**src/rtl/usbf_wb_master_if.sv**
```systemverilog
// Command/response streams and Wishbone initiator signals of usbf_wb_master.
// The "master" modport is the initiator's own view; "slave" is the view of its surroundings.
`ifndef USBF_UFC_HADR
`define USBF_UFC_HADR 17
`endif

interface usbf_wb_master_if;
    localparam int AddrW = `USBF_UFC_HADR + 1;

    logic             cmd_valid;
    logic             cmd_ready;
    logic             cmd_we;
    logic [AddrW-1:0] cmd_addr;
    logic [31:0]      cmd_wdata;

    logic             rsp_valid;
    logic             rsp_ready;
    logic             rsp_we;
    logic [31:0]      rsp_rdata;
    logic             rsp_err;

    logic [AddrW-1:0] wb_addr_o;
    logic [31:0]      wb_data_o;
    logic [31:0]      wb_data_i;
    logic             wb_ack_i;
    logic             wb_we_o;
    logic             wb_stb_o;
    logic             wb_cyc_o;

    logic             busy;

    modport master (
        input  cmd_valid, cmd_we, cmd_addr, cmd_wdata, rsp_ready, wb_data_i, wb_ack_i,
        output cmd_ready, rsp_valid, rsp_we, rsp_rdata, rsp_err,
        output wb_addr_o, wb_data_o, wb_we_o, wb_stb_o, wb_cyc_o, busy
    );

    modport slave (
        output cmd_valid, cmd_we, cmd_addr, cmd_wdata, rsp_ready, wb_data_i, wb_ack_i,
        input  cmd_ready, rsp_valid, rsp_we, rsp_rdata, rsp_err,
        input  wb_addr_o, wb_data_o, wb_we_o, wb_stb_o, wb_cyc_o, busy
    );
endinterface

```
**src/rtl/usbf_wb_master.sv**
```systemverilog
// Wishbone classic initiator fed by a command FIFO; one response per command.
// Define USBF_WBM_TIMEOUT_EN to abort unacknowledged cycles after TIMEOUT clocks.
`ifndef USBF_UFC_HADR
`define USBF_UFC_HADR 17
`endif

module usbf_wb_master #(
    parameter int CMD_DEPTH = 4,
    parameter int TIMEOUT   = 255
) (
    input  logic             clk,
    input  logic             reset,
    usbf_wb_master_if.master bus
);
    localparam int AddrW = `USBF_UFC_HADR + 1;
    localparam int PtrW  = $clog2(CMD_DEPTH);
    localparam int CntW  = PtrW + 1;
    localparam logic [CntW-1:0] FullCount = CntW'(CMD_DEPTH);

    typedef struct packed {
        logic             we;
        logic [AddrW-1:0] addr;
        logic [31:0]      wdata;
    } cmdEntry_t;

    typedef enum logic [1:0] {IDLE, BUS, RESP} state_t;

    cmdEntry_t        cmdMem [CMD_DEPTH];
    cmdEntry_t        head;
    logic [PtrW-1:0]  wrPtr_q, wrPtr_d, rdPtr_q, rdPtr_d;
    logic [CntW-1:0]  count_q, count_d;
    logic             cmdReady_q;
    logic             push, pop;

    state_t           state_q;
    logic [AddrW-1:0] wbAddr_q;
    logic [31:0]      wbData_q;
    logic             wbWe_q, wbCyc_q, wbStb_q;
    logic             rspValid_q, rspWe_q;
    logic [31:0]      rspRdata_q;

`ifdef USBF_WBM_TIMEOUT_EN
    localparam logic [15:0] TimeoutLast = 16'(TIMEOUT - 1);
    logic [15:0]      timeoutCnt_q;
    logic             rspErr_q;
`endif

    // The head is popped on the same edge the FSM leaves IDLE with it.
    assign push = bus.cmd_valid & cmdReady_q;
    assign pop  = (state_q == IDLE) && (count_q != '0);
    assign head = cmdMem[rdPtr_q];

    always_comb begin
        wrPtr_d = wrPtr_q;
        rdPtr_d = rdPtr_q;
        count_d = count_q;
        if (push) wrPtr_d = wrPtr_q + PtrW'(1);
        if (pop)  rdPtr_d = rdPtr_q + PtrW'(1);
        case ({push, pop})
            2'b10:   count_d = count_q + CntW'(1);
            2'b01:   count_d = count_q - CntW'(1);
            default: count_d = count_q;
        endcase
    end

    always_ff @(posedge clk) begin
        if (reset) begin
            wrPtr_q    <= '0;
            rdPtr_q    <= '0;
            count_q    <= '0;
            cmdReady_q <= 1'b1;
        end else begin
            wrPtr_q    <= wrPtr_d;
            rdPtr_q    <= rdPtr_d;
            count_q    <= count_d;
            cmdReady_q <= (count_d != FullCount);
        end
    end

    always_ff @(posedge clk) begin
        if (push) cmdMem[wrPtr_q] <= '{we: bus.cmd_we, addr: bus.cmd_addr, wdata: bus.cmd_wdata};
    end

    // Ack wins over an expiring timeout; ack is only looked at while in BUS.
    always_ff @(posedge clk) begin
        if (reset) begin
            state_q    <= IDLE;
            wbAddr_q   <= '0;
            wbData_q   <= '0;
            wbWe_q     <= 1'b0;
            wbCyc_q    <= 1'b0;
            wbStb_q    <= 1'b0;
            rspValid_q <= 1'b0;
            rspWe_q    <= 1'b0;
            rspRdata_q <= '0;
`ifdef USBF_WBM_TIMEOUT_EN
            rspErr_q     <= 1'b0;
            timeoutCnt_q <= '0;
`endif
        end else begin
            case (state_q)
                IDLE: begin
                    if (pop) begin
                        wbAddr_q <= head.addr;
                        wbData_q <= head.wdata;
                        wbWe_q   <= head.we;
                        wbCyc_q  <= 1'b1;
                        wbStb_q  <= 1'b1;
                        state_q  <= BUS;
`ifdef USBF_WBM_TIMEOUT_EN
                        timeoutCnt_q <= '0;
`endif
                    end
                end
                BUS: begin
                    if (bus.wb_ack_i) begin
                        rspRdata_q <= wbWe_q ? 32'h0 : bus.wb_data_i;
                        rspWe_q    <= wbWe_q;
                        rspValid_q <= 1'b1;
                        wbCyc_q    <= 1'b0;
                        wbStb_q    <= 1'b0;
                        state_q    <= RESP;
`ifdef USBF_WBM_TIMEOUT_EN
                        rspErr_q   <= 1'b0;
                    end else if (timeoutCnt_q == TimeoutLast) begin
                        rspRdata_q <= 32'h0;
                        rspWe_q    <= wbWe_q;
                        rspErr_q   <= 1'b1;
                        rspValid_q <= 1'b1;
                        wbCyc_q    <= 1'b0;
                        wbStb_q    <= 1'b0;
                        state_q    <= RESP;
                    end else begin
                        timeoutCnt_q <= timeoutCnt_q + 16'd1;
`endif
                    end
                end
                RESP: begin
                    if (bus.rsp_ready) begin
                        rspValid_q <= 1'b0;
                        state_q    <= IDLE;
                    end
                end
                default: state_q <= IDLE;
            endcase
        end
    end

    assign bus.cmd_ready = cmdReady_q;
    assign bus.rsp_valid = rspValid_q;
    assign bus.rsp_we    = rspWe_q;
    assign bus.rsp_rdata = rspRdata_q;
    assign bus.wb_addr_o = wbAddr_q;
    assign bus.wb_data_o = wbData_q;
    assign bus.wb_we_o   = wbWe_q;
    assign bus.wb_cyc_o  = wbCyc_q;
    assign bus.wb_stb_o  = wbStb_q;
    assign bus.busy      = (count_q != '0) || (state_q != IDLE);

`ifdef USBF_WBM_TIMEOUT_EN
    assign bus.rsp_err = rspErr_q;
`else
    // Without the timeout the limit has no meaning; it is only sunk here.
    logic unusedTimeout;
    assign unusedTimeout = (TIMEOUT != 0);
    assign bus.rsp_err   = 1'b0;
`endif
endmodule

```
**src/flat_wrapper.sv**
```systemverilog
// flat-port wrapper written by rule: the top's interface ports become plain ports
module usbf_wb_master_flat 
#(
    parameter int CMD_DEPTH = 4,
    parameter int TIMEOUT   = 255
)
  (clk, reset, bus_cmd_valid, bus_cmd_we, bus_cmd_addr, bus_cmd_wdata, bus_rsp_ready, bus_wb_data_i, bus_wb_ack_i, bus_cmd_ready, bus_rsp_valid, bus_rsp_we, bus_rsp_rdata, bus_rsp_err, bus_wb_addr_o, bus_wb_data_o, bus_wb_we_o, bus_wb_stb_o, bus_wb_cyc_o, bus_busy);
  usbf_wb_master_if bus_i ();
  input  logic clk;
  input  logic reset;
  input wire logic [$bits(bus_i.cmd_valid)-1:0] bus_cmd_valid;
  input wire logic [$bits(bus_i.cmd_we)-1:0] bus_cmd_we;
  input wire logic [$bits(bus_i.cmd_addr)-1:0] bus_cmd_addr;
  input wire logic [$bits(bus_i.cmd_wdata)-1:0] bus_cmd_wdata;
  input wire logic [$bits(bus_i.rsp_ready)-1:0] bus_rsp_ready;
  input wire logic [$bits(bus_i.wb_data_i)-1:0] bus_wb_data_i;
  input wire logic [$bits(bus_i.wb_ack_i)-1:0] bus_wb_ack_i;
  output wire logic [$bits(bus_i.cmd_ready)-1:0] bus_cmd_ready;
  output wire logic [$bits(bus_i.rsp_valid)-1:0] bus_rsp_valid;
  output wire logic [$bits(bus_i.rsp_we)-1:0] bus_rsp_we;
  output wire logic [$bits(bus_i.rsp_rdata)-1:0] bus_rsp_rdata;
  output wire logic [$bits(bus_i.rsp_err)-1:0] bus_rsp_err;
  output wire logic [$bits(bus_i.wb_addr_o)-1:0] bus_wb_addr_o;
  output wire logic [$bits(bus_i.wb_data_o)-1:0] bus_wb_data_o;
  output wire logic [$bits(bus_i.wb_we_o)-1:0] bus_wb_we_o;
  output wire logic [$bits(bus_i.wb_stb_o)-1:0] bus_wb_stb_o;
  output wire logic [$bits(bus_i.wb_cyc_o)-1:0] bus_wb_cyc_o;
  output wire logic [$bits(bus_i.busy)-1:0] bus_busy;
  assign bus_i.cmd_valid = bus_cmd_valid;
  assign bus_i.cmd_we = bus_cmd_we;
  assign bus_i.cmd_addr = bus_cmd_addr;
  assign bus_i.cmd_wdata = bus_cmd_wdata;
  assign bus_i.rsp_ready = bus_rsp_ready;
  assign bus_i.wb_data_i = bus_wb_data_i;
  assign bus_i.wb_ack_i = bus_wb_ack_i;
  assign bus_cmd_ready = bus_i.cmd_ready;
  assign bus_rsp_valid = bus_i.rsp_valid;
  assign bus_rsp_we = bus_i.rsp_we;
  assign bus_rsp_rdata = bus_i.rsp_rdata;
  assign bus_rsp_err = bus_i.rsp_err;
  assign bus_wb_addr_o = bus_i.wb_addr_o;
  assign bus_wb_data_o = bus_i.wb_data_o;
  assign bus_wb_we_o = bus_i.wb_we_o;
  assign bus_wb_stb_o = bus_i.wb_stb_o;
  assign bus_wb_cyc_o = bus_i.wb_cyc_o;
  assign bus_busy = bus_i.busy;
  usbf_wb_master #(.CMD_DEPTH(CMD_DEPTH), .TIMEOUT(TIMEOUT)) u_core (.clk(clk), .reset(reset), .bus(bus_i));
endmodule
```
**config.mk**
```make
export PLATFORM = sky130hd
export DESIGN_NAME = usbf_wb_master_flat
export DESIGN_NICKNAME = d
export VERILOG_FILES = /design/src/rtl/usbf_wb_master_if.sv /design/src/rtl/usbf_wb_master.sv /design/src/flat_wrapper.sv
export SDC_FILE = /design/constraint.sdc
export NUM_CORES = 1
export LEC_CHECK = 0
export ABC_AREA = 1
export BUFFER_PORTS_ARGS = -buffer_cell sky130_fd_sc_hd__buf_2
export CAP_MARGIN = 20
export CORE_MARGIN = 3
export CORE_UTILIZATION = 30
export CTS_CLUSTER_DIAMETER = 40
export DETAILED_ROUTE_END_ITERATION = 8
export GPL_ROUTABILITY_DRIVEN = 0
export PLACE_DENSITY = 0.46
export SLEW_MARGIN = 20
export SYNTH_ARGS = -nofsm -noshare
export SYNTH_HDL_FRONTEND = slang
export SYNTH_SLANG_ARGS = --single-unit
export TNS_END_PERCENT = 30
```
**constraint.sdc**
```tcl
create_clock -name clk -period 7 [get_ports clk]
set_input_delay 0.7 -clock clk [delete_from_list [all_inputs] [get_ports clk]]
set_output_delay 0.7 -clock clk [all_outputs]
set_load 0.02 [all_outputs]
```
# Yosys cells after proc, flatten, opt, wreduce, memory -nomap -nowiden
# Memory sizes are Yosys's and may differ from the RTL's. A register that Yosys moved wholly into a read port is not among the register bits.
# Index checks and enable logic that the tools add are counted.
[op_classes]
n_addsub = 4
n_eq_ne = 8
n_mux = 14
n_bitwise = 1
n_reduce_logical = 12
[op_table]
columns = ["cell", "n"]
rows = [
  ["2-to-1 mux 32 bit", 1],
  ["AND reduction 3 bit", 3],
  ["2-to-1 mux 1 bit", 6],
  ["2-to-1 mux 2 bit", 3],
  ["case mux 2 bit (3 select lines)", 1],
  ["case mux 3 bit (2 select lines)", 1],
  ["nonzero test 2 bit", 3],
  ["adder 2 x 1 -> 2 bit, second input constant", 2],
  ["equality test 2 x 1 -> 1 bit, second input constant", 2],
  ["equality test 2 bit, second input constant", 2],
  ["!= test 2 bit, second input constant", 2],
  ["case mux 1 bit (2 select lines)", 2],
  ["AND reduction 2 bit", 2],
  ["adder 3 x 1 -> 3 bit, second input constant", 1],
  ["!= test 3 bit, second input constant", 1],
  ["nonzero test 3 bit", 1],
  ["subtractor 3 x 1 -> 3 bit, second input constant", 1],
  ["logical NOT 2 bit", 1],
  ["!= test 2 x 1 -> 1 bit, second input constant", 1],
  ["bitwise AND 1 bit", 1],
  ["logical AND 1 bit", 1],
  ["logical OR 1 bit", 1],
]
[totals]
register_bits = 45
ram_bits = 204
input_bits = 88
word_cells = 49
memories = 1
[mem_list]
columns = ["name", "words", "word_bits", "read_ports", "rd_clocked_by_memory_dff", "wr", "line", "source"]
rows = [
  ["u_core.cmdMem", 4, 51, 1, 1, 1, "usbf_wb_master.sv:28", "cmdEntry_t cmdMem [CMD_DEPTH];"],
]

# Depth between registers and ports, before layout
# Gate-level depths: netlist (run 1).
[depth]
word_depth = 5
ltp_mapped = 14

# Worst setup path before layout (run 1)
# Ideal clock, no wire load.
[synth_timing]
kind = "input-to-reg"
startpoint = "input port bus_cmd_valid"
endpoint = "memory u_core.cmdMem[0][0] (netlist bit) (enable)"
setup_ns = 0.460
t_arrival_ns = 3.019
setup_slack_ns = 3.521
stages = 2
cell_sequence = "nand2_1 nor2_1"
[synth_via]
elab_chain_cells = 3
[synth_lines]
columns = ["element", "line", "source"]
rows = [
  ["start: declaration", "flat_wrapper.sv:11", "input wire logic [$bits(bus_i.cmd_valid)-1:0] bus_cmd_valid;"],
  ["bitwise AND 1 bit", "usbf_wb_master.sv:49", "assign push = bus.cmd_valid & cmdReady_q;"],
  ["2-to-1 mux 1 bit", "usbf_wb_master.sv:81", "if (push) cmdMem[wrPtr_q] <= '{we: bus.cmd_we, addr: bus.cmd_addr, wdata: bus.cmd_wdata};"],
  ["2-to-1 mux 1 bit (not written as such)", "usbf_wb_master.sv:81", ""],
  ["end: declaration", "usbf_wb_master.sv:28", ""],
]
# Every way passes these cells.

==> results.cfg, run 1 <==
[logic_synthesis]
yosys_most_used_dff = edfxtp_1
ys_seq_area_share_pct = 63.9
syn_nets = 1453
yosys_warnings = 0
syn_area_mm2 = 0.0126
syn_avg_cell_area_um2 = 9.27
synth_seq_cells = 300
synth-edff-count = 204
synthDistinctLibCells = 24
syn_inst = 1359
async_flop_share_pct = 0

[global_routing]
antenna_found_initial = 4
overflow = 0
grt_max_degree = 74
grt_pass1_wl_um = 47400
grt_pass1_vias = 8677
use_met2_pct = 22.0
use_met1_pct = 17.3
grtUsageTotal_pct = 13.4
busiest_layer = met2
grt_util_met3_pct = 3.48

[layout]
area_growth_pct = 23.9
nNetsFinal = 1626
diodes = 0
fin_cells = 2108
drive_above_1_share_pct = 19.7

[cts]
cts_made_buffers = 52
clock-root-buffer = clkbuf_16
clockBufferDepth = 3
cts-htree-levels = 2
cts_hold_buf = 0
cts_num_sinks = 300
clk_pin_slew_ps = 60
postCtsSetupBuffers = 0
post_cts_resized = 0
tritoncts = built
clock_latency_ps = 570

[place]
io_buffers = 176
dp_cells = 2010
dp_hpwl_um = 17300

[routing]
ant_nets = 0
initialDrtViolationCount = 464
via_per_inst = 4.24
wl_um = 30000
dr.pass1.iters = 5
drc = 0
num_vias = 8941
wire_per_inst_um = 14.2

[timing]
finalCritPeriodShare_pct = 34.2
finalCriticalPeriod_ps = 2390
fin_hold_ws_ps = 353
max-slew-margin-rel_pct = 33.5
hold_viol = 0
setup_viol = 0
rsz0062_at_grt = false
worst_pin_slew_ps = 996
timing.setup.tns_ps = 0
max_freq_mhz = 418
slew_viol_final = 0
fin_skew_ps = 23.3

[power]
seqPwrFrac_pct = 33.5
clockPowerShare_pct = 36.0
p_int_mw = 4.57
switching_share_pct = 35.9
p_comb_share_pct = 30.6
p_total_mw = 7.13
leakagePower_nw = 7.26
peakVddDrop_mv = 0.233
power_density_mw_per_mm2 = 457
switchingPower_mw = 2.56

[floorplanning]
dieHeight_um = 211
core_area_mm2 = 0.0411
std_cell_rows = 74
io_pins = 178
die_x_um = 211
initial_core_util_pct = 30.6
dieArea_mm2 = 0.0445

[status]
status = complete, no violations

[setup_path]
crit_arrival_ps = 2830
required_ps = 7440
cp-start-kind = flop
crit_type = flop to flop
worstSetupEndpointType = flop
cp_max_fo = 73

[min_path]
hp-class = primary input to flop

[flow_run]
max_cap_viol_count = 0
==> cell usage after synthesis (3+ instances only) <==
library cell	count	share of area, %
nand2_1	406	12
a21oi_1	40	1.6
nand4_1	3	0.15
ha_1	5	0.50
clkbuf_1	14	0.42
edfxtp_1	204	49
dfxtp_1	96	15
nand3_1	138	5.5
inv_1	273	8.1
nor2_1	93	2.8
buf_2	26	1.0
buf_6	19	1.7
nor2_2	20	0.99
buf_4	5	0.30
o21ai_0	4	0.16
==> cell type report <==
| type | instances | area, um^2 |
|---|---|---|
| clock buffer | 64 | 1410 |
| clock inverter | 34 | 393 |
| fill | 4104 | 25500 |
| inverter | 277 | 1050 |
| multi-input combinational | 716 | 3100 |
| sequential | 300 | 8050 |
| tap | 532 | 666 |
| timing repair buffer | 185 | 948 |
==> through the flow <==
| step | instance area, um^2 | utilization (%) | worst slack [ps] |
|---|---|---|---|
| 6_report | 15600 | 38.0 | 4610 |
| 5_1_grt | 15600 | 38.0 | 4320 |
| 4_1_cts | 15600 | 38.0 | 4570 |
| 3_5_place_dp | 13800 | 33.6 | 4160 |
| 3_3_place_gp | 13800 | 33.6 | 4200 |
| 2_1_floorplan | 12600 | - | 3520 |
==> layout by cell type (no fill, tap or decap), types with 6 or more instances in the layout <==
cell and instances:
a21oi_1 40, buf_2 176, buf_4 9, bufinv_16 7
clkbuf_1 7, clkbuf_16 53, clkinv_2 13, dfxtp_1 94
edfxtp_1 204, inv_1 271, inv_6 6, nand2_1 406
nand3_1 138, nor2_1 89, nor2_2 20
==> final timing paths <==
kind                                               start  depth (start not counted)                       end  slack (ps)
worst max-delay path                   u_core.rdPtr_q[0]                          7  u_core.bus.wb_data_o[24]        4610
worst min-delay path                   bus_cmd_wdata[15]                          1      u_core.cmdMem[2][15]         350
worst max register to register         u_core.rdPtr_q[0]                          7  u_core.bus.wb_data_o[24]        4610
worst min register to register  u_core.bus.rsp_rdata[12]                          2  u_core.bus.rsp_rdata[12]         460
==> sequential cells by signal, indices dropped and copies added (netlist names), 2 cells and up <==
| signal | count |
|---|---|
| u_core.rdPtr_q | 2 |
| u_core.state_q | 2 |
| u_core.wrPtr_q | 2 |
| u_core.bus.wb_data_o | 32 |
| u_core.bus.wb_addr_o | 18 |
| u_core.count_q | 3 |
| u_core.cmdMem | 204 |
| u_core.bus.rsp_rdata | 32 |
==> per-layer routing <==
| layer | vias to the layer above | part of all wire, % |
|---|---|---|
| met2 | 225 | 45 |
| met5 | - | 0.15 |
| met4 | 8 | 2.1 |
| met1 | 4101 | 46 |
| li1 | 4550 | - |
| met3 | 57 | 6.1 |
==> worst max-delay path: stages (launching register included) <==
cell	delay [ps]
dfxtp_4	470
inv_4	340
buf_4	740
nand2_1	130
nand3_1	110
nand2_1	80
nor2_1	260
nor2_1	60
==> power by group through the flow <==
stage               combinational (mW)  clock (mW)  sequential, mW
global placement                  2.21           0            2.42
CTS                               2.24        2.65            2.39
finish                            2.18        2.57            2.39
global route                      2.51        2.73            2.43
detailed placement                2.23           0            2.42
floorplan                         1.49           0            2.61
==> kinds of logic (layout without fill, tap and decap cells) <==
group / count (synthesis) / in the layout / share of synthesized area [%]
other cells: 1 / 1 / 0.0298
compound gates: 45 / 45 / 1.81
buf+inv: 343 / 560 / 11.8
simple gates: 664 / 664 / 21.8
flops: 300 / 300 / 63.9
fa+ha+maj: 6 / 6 / 0.656
(Power assumes the default switching activity.)
==> run 2, diff against run 1 <==
--- a/config.mk
+++ b/config.mk
@@ -13,7 +13,7 @@
 export CTS_CLUSTER_DIAMETER = 40
 export DETAILED_ROUTE_END_ITERATION = 8
 export GPL_ROUTABILITY_DRIVEN = 0
-export PLACE_DENSITY = 0.46
+export PLACE_DENSITY = 0.48
 export SLEW_MARGIN = 20
 export SYNTH_ARGS = -nofsm -noshare
 export SYNTH_HDL_FRONTEND = slang
==> constraint.sdc (replaced) <==
create_clock -name clk -period 2.1 [get_ports clk]
set_input_delay 0.21 -clock clk [delete_from_list [all_inputs] [get_ports clk]]
set_output_delay 0.21 -clock clk [all_outputs]
set_load 0.02 [all_outputs]
==> run 2 against run 1 <==
Net effect: global-route usage up 0.46 points; non-clock buffer count grew 99; hold slack lost 260 ps; register-to-register slack lost 4400 ps; critical endpoint is now u_core.bus.cmd_ready; die area is the same; combinational power increased to 3.6 times the previous value; maximum frequency grew 25%; worst setup slack got worse by 4400 ps; sequential share of layout area is 3.6 points lower; core utilization grew 2.8 points; critical path depth increased by 2; final cell count grew 5.0%; largest cell class unchanged.
==> results.cfg, run 2 (synthesized netlist as in run 1, its figures left out) <==
[timing]
fin_skew_ps = 17.3
slew_viol_final = 0
worst_pin_slew_ps = 578
max_freq_mhz = 525
hold_viol = 0
rsz0062_at_grt = false
finalCritPeriodShare_pct = 90.7
setup_viol = 0
finalCriticalPeriod_ps = 1910
max-slew-margin-rel_pct = 61.5

[layout]
largest_reg_flops = 204
nNetsFinal = 1727
drive_above_1_share_pct = 19.3
largest_register = u_core.cmdMem
postLayoutCellArea_mm2 = 0.0168
nFillCells = 4036
layout_common_cells = nand2_1 (406), inv_1 (271), edfxtp_1 (204)
fin_util_pct = 40.8
area_growth_pct = 33.1
mostFrequentLayoutCell = nand2_1

[global_routing]
grt_max_degree = 106
grt_pass1_vias = 9102
grt_pass1_wl_um = 48700
grtUsageTotal_pct = 13.9
overflow = 0
antenna_found_initial = 4

[floorplanning]
core_area_mm2 = 0.0411
die_x_um = 211
dieHeight_um = 211
initial_core_util_pct = 30.6
std_cell_rows = 74
dieArea_mm2 = 0.0445
io_pins = 178

[cts]
clockBufferDepth = 3
cts-htree-levels = 2
cts_num_sinks = 300
clock_latency_ps = 590
clk_pin_slew_ps = 50
cts_made_buffers = 54
clock-root-buffer = clkbuf_16
tritoncts = built

[routing]
dr.pass1.iters = 4
via_per_inst = 4.17
ant_nets = 0
wl_um = 30700
initialDrtViolationCount = 529
num_vias = 9234
drc = 0
wire_per_inst_um = 13.9

[place]
placed_cell_area_mm2 = 0.0141
io_buffers = 176
dp_hpwl_um = 17200

[setup_path]
cp_max_fo = 4
cp-start-kind = flop
crit_chain = nor2_2, nand2_4, inv_1, ha_1, inv_1, fa_1, o21ai_1, nor2_1, nand4_1
worstSetupEndpointType = flop
crit_arrival_ps = 2350
crit_type = flop to flop
required_ps = 2550
slowest_delay_ps = 480
crit_path_frequent_cell = inv_1
slowest_stage = fa_1

[status]
status = complete, no violations

[power]
power_density_mw_per_mm2 = 1450
peakVddDrop_mv = 0.970
leakagePower_nw = 7.75

[min_path]
hp-class = primary input to flop

[flow_run]
max_cap_viol_count = 0
-- run 2: cell types whose count changed in the layout (fill, tap and decap cells not counted), sizes merged --
cell and change:
clkbuf -1, bufinv -1, diode +2, inv +4, clkinv +3, buf +14
dlygate4sd3 +85, clkinvlp -1
-- run 2: final cells by class --
cell class              count  area, um^2  area share (%)
flip-flops and latches    300        8050            48.0
multi-input cells         716        3100            18.5
repair buffers            284        2050            12.3
clock buffers              63        1400            8.32
inverters                 277        1040            6.23
well taps                 532         666            3.97
clock inverters            39         457            2.72
diodes                      2        5.00          0.0298
-- run 2: metrics by stage --
step	worst slack (ps)	hold slack, ps	total power, mW	TNS, ps	instances
2_1_floorplan	-352	309	13.7	-71780	1359
3_3_place_gp	229	428	15.7	0	2024
3_5_place_dp	167	431	15.8	0	2024
4_1_cts	149	64.7	24.9	0	2211
5_1_grt	46.0	111	26.1	0	2213
6_report	194	89.8	24.4	0	2213
-- run 2: final timing paths --
check                  startpoint                      end  slack, ps  cells after the start
max             u_core.state_q[1]     u_core.bus.cmd_ready        190                      9
max reg2reg     u_core.state_q[1]     u_core.bus.cmd_ready        190                      9
min reg2reg  u_core.bus.rsp_valid     u_core.bus.rsp_valid        460                      2
min                         reset  u_core.bus.wb_data_o[3]         90                      4
-- run 2: layer usage --
| metal | share of wire [%] | global-route usage [%] | vias up |
|---|---|---|---|
| met2 | 46 | 23.0 | 217 |
| met3 | 5.9 | 3.48 | 55 |
| met5 | 0.11 | 0 | - |
| met1 | 46 | 17.7 | 4198 |
| met4 | 2.3 | 5.01 | 6 |
| li1 | - | - | 4758 |
-- run 2: power breakdown --
part / internal (mW) / switching, mW / total [mW]
combinational: 2.48 / 5.29 / 7.77
sequential: 7.46 / 0.436 / 7.89
clock: 5.58 / 3.14 / 8.72
total: 15.5 / 8.87 / 24.4
-- run 2: timing repair --
| action | 4_1_cts | 5_1_grt |
|---|---|---|
| setup endpoints to repair | 0 | 2 |
| hold buffers | 85 | 0 |
| resized for setup | 0 | 1 |
| hold endpoints to repair | 239 | 0 |
| buffers inserted | 0 | 0 |
-- run 2: worst max-delay path: cells and delay by family, from the launching register on --
kind / cells / cell delay, ps
adder cells (fa/ha/maj): 2 / 650
AND/OR/NAND/NOR: 4 / 530
flip-flops: 1 / 340
buffers and inverters: 2 / 170
AO/OA/AOI/OAI: 1 / 80
==> run 3, diff against run 2 <==
--- a/config.mk
+++ b/config.mk
@@ -5,7 +5,6 @@
 export SDC_FILE = /design/constraint.sdc
 export NUM_CORES = 1
 export LEC_CHECK = 0
-export ABC_AREA = 1
 export BUFFER_PORTS_ARGS = -buffer_cell sky130_fd_sc_hd__buf_2
 export CAP_MARGIN = 20
 export CORE_MARGIN = 3
==> run 3 against run 2 <==
Net effect: worst setup slack worse by 180 ps; global-route usage is 0.88 points lower; clock power is 13% lower; area after synthesis is 13% lower; final cell count is 36% lower; die area is 13% lower; first-iteration DRC count is 65% lower; power is 14% lower; clock skew is 8.0 ps lower; clock-buffer cell count is 12 lower; critical path type unchanged; highest routed layer is now met4.
==> results.cfg, run 3 <==
[logic_synthesis]
async_flop_share_pct = 0
syn_nets = 697
yosys_most_used_dff = edfxtp_1
synth_top_family_by_area = multiplexers
muxShareOfSynthArea_pct = 10.5
synth_compound_area_share_pct = 7.05
synthAdderAreaFrac_pct = 0.757
syn_avg_cell_area_um2 = 18.1
ys_seq_area_share_pct = 73.8
synthSimpleGateAreaFrac_pct = 4.98
synthDistinctLibCells = 39
synth_area_leaders = edfxtp_1 (56%), dfxtp_1 (18%), mux4_2 (11%), a22o_2 (3.6%), nand3b_1 (2.3%)
yosys_warnings = 0
synth_top_area_cell = edfxtp_1
synth.most_common_cell = edfxtp_1
synth_top_area_share_pct = 56.2
synth_xor_area_share_pct = 0.241
syn_inst = 603
syn_area_mm2 = 0.0109
synth_common_cells = edfxtp_1 (204), dfxtp_1 (96), mux4_2 (51)
synth_seq_cells = 300
synth-edff-count = 204

[min_path]
hold_depth = 4
hp-class = primary input to flop
hp-start = reset

[setup_path]
required_ps = 2530
cp_max_fo = 2
cp-start-kind = flop
worstSetupEndpointType = flop
crit_type = flop to flop
rrSetupSlack_ps = 10
worst_r2r_path_depth = 9
critPathLaunch = u_core.count_q[0]
crit_arrival_ps = 2520
r2r-start = u_core.count_q[0]

[routing]
wl_um = 25300
wl_met2_um = 12200
top_layer_used = met4
ant_nets = 0
num_vias = 6333
dr.pass1.iters = 4
initialDrtViolationCount = 185
wire_per_inst_um = 18.0
via_per_inst = 4.50
drc = 0
wl_met1_um = 11100
met3_length_um = 1560

[status]
status = complete, no violations

[power]
power_density_mw_per_mm2 = 1390
p_total_mw = 20.9
clockPowerShare_pct = 36.4
seqPwrFrac_pct = 38.4
leakagePower_nw = 5.59
switching_share_pct = 29.7
p_int_mw = 14.7
p_comb_share_pct = 25.2
switchingPower_mw = 6.22
peakVddDrop_mv = 0.687

[layout]
mostFrequentLayoutCell = edfxtp_1
largest_register = u_core.cmdMem
drive_above_1_share_pct = 42.5
largest_reg_flops = 204
nNetsFinal = 1001
layout_common_cells = edfxtp_1 (204), buf_2 (176), dfxtp_1 (91)
area_growth_pct = 38.0
nFillCells = 3245
postLayoutCellArea_mm2 = 0.0151

[flow_run]
max_cap_viol_count = 0

[place]
io_buffers = 176
dp_hpwl_um = 15100
placed_cell_area_mm2 = 0.0126

[floorplanning]
std_cell_rows = 69
initial_core_util_pct = 30.6
dieArea_mm2 = 0.0387
die_x_um = 197
dieHeight_um = 197
io_pins = 178
core_area_mm2 = 0.0357

[timing]
setup_viol = 0
fin_skew_ps = 9.26
finalCriticalPeriod_ps = 2090
rsz0062_at_grt = true
max-slew-margin-rel_pct = 65.2
finalCritPeriodShare_pct = 99.5
timing.setup.tns_ps = 0
max_freq_mhz = 478
worst_pin_slew_ps = 522
hold_viol = 0
slew_viol_final = 0

[cts]
clock-root-buffer = clkbuf_16
clockBufferDepth = 3
clk_pin_slew_ps = 50
cts_made_buffers = 45
cts-htree-levels = 2
clock_latency_ps = 550
cts_num_sinks = 300
tritoncts = built

[global_routing]
antenna_found_initial = 1
overflow = 0
grt_max_degree = 52
grt_pass1_wl_um = 38700
grt_pass1_vias = 6739
grtUsageTotal_pct = 13.0
run 3: power groups by stage:
| stage | Clock, mW | Combinational [mW] | Sequential (mW) |
|---|---|---|---|
| 6_report | 7.61 | 5.28 | 8.03 |
| 5_1_grt | 8.10 | 5.74 | 8.17 |
| 4_1_cts | 7.85 | 5.36 | 8.06 |
| 3_5_place_dp | 0 | 5.23 | 8.15 |
| 3_3_place_gp | 0 | 5.20 | 8.15 |
| 2_1_floorplan | 0 | 2.71 | 8.67 |
run 3: cell families (layout without fill, tap and decap cells):
group / count (synthesis) / in the layout
buffers and inverters: 48 / 389
AO/OA/AOI/OAI: 99 / 99
adder cells (fa/ha/maj): 6 / 6
multiplexers: 51 / 51
XOR/XNOR: 3 / 3
flip-flops: 300 / 300
AND/OR/NAND/NOR: 95 / 95
other: 1 / 2
run 3: worst paths after layout:
check                                  end
setup / recovery      u_core.bus.cmd_ready
hold / removal          u_core.bus.wb_we_o
setup reg to reg      u_core.bus.cmd_ready
hold reg to reg   u_core.bus.rsp_rdata[27]
run 3: what timing repair did:
| item | 4_1_cts | 5_1_grt |
|---|---|---|
| gates resized for setup | 1 | 7 |
| setup endpoints to repair | 1 | 2 |
| hold endpoints to repair | 240 | 0 |
| hold buffers | 86 | 0 |
| setup buffers | 0 | 1 |
| pin swaps | 0 | 4 |
run 3: final cells by class:
class                   count  area [um^2]  share of cell area, %
diodes                      1         2.50                 0.0166
inverters                   7         26.3                  0.175
clock inverters            33          359                   2.39
well taps                 461          577                   3.83
clock buffers              51         1200                   7.98
multi-input cells         255         2600                   17.3
repair buffers            298         2230                   14.8
flip-flops and latches    300         8060                   53.5
run 3: layer usage:
metal / GRT usage, % / up-vias
li1: - / 2987
met1: 16.7 / 3149
met2: 21.2 / 158
met3: 4.03 / 39
met4: 3.99 / 0
met5: 0 / -
run 3: per-stage QoR:
step,worst slack (ps),instances,utilization [%],hold slack [ps]
floorplan,-130,603,-,309
global placement,-24.8,1233,35.3,426
detailed placement,-69.7,1233,35.3,427
CTS,-25.0,1403,42.1,159
global route,-46.9,1406,42.2,277
finish,9.67,1406,42.2,276
run 3: critical path, cell delays in order (launching register included):
cell and delay [ps]:
dfxtp_1 300, or3_4 400, nand2_4 70, inv_2 40
ha_2 170, inv_1 70, fa_2 190, xor2_1 80
or3_4 370, a221o_1 290
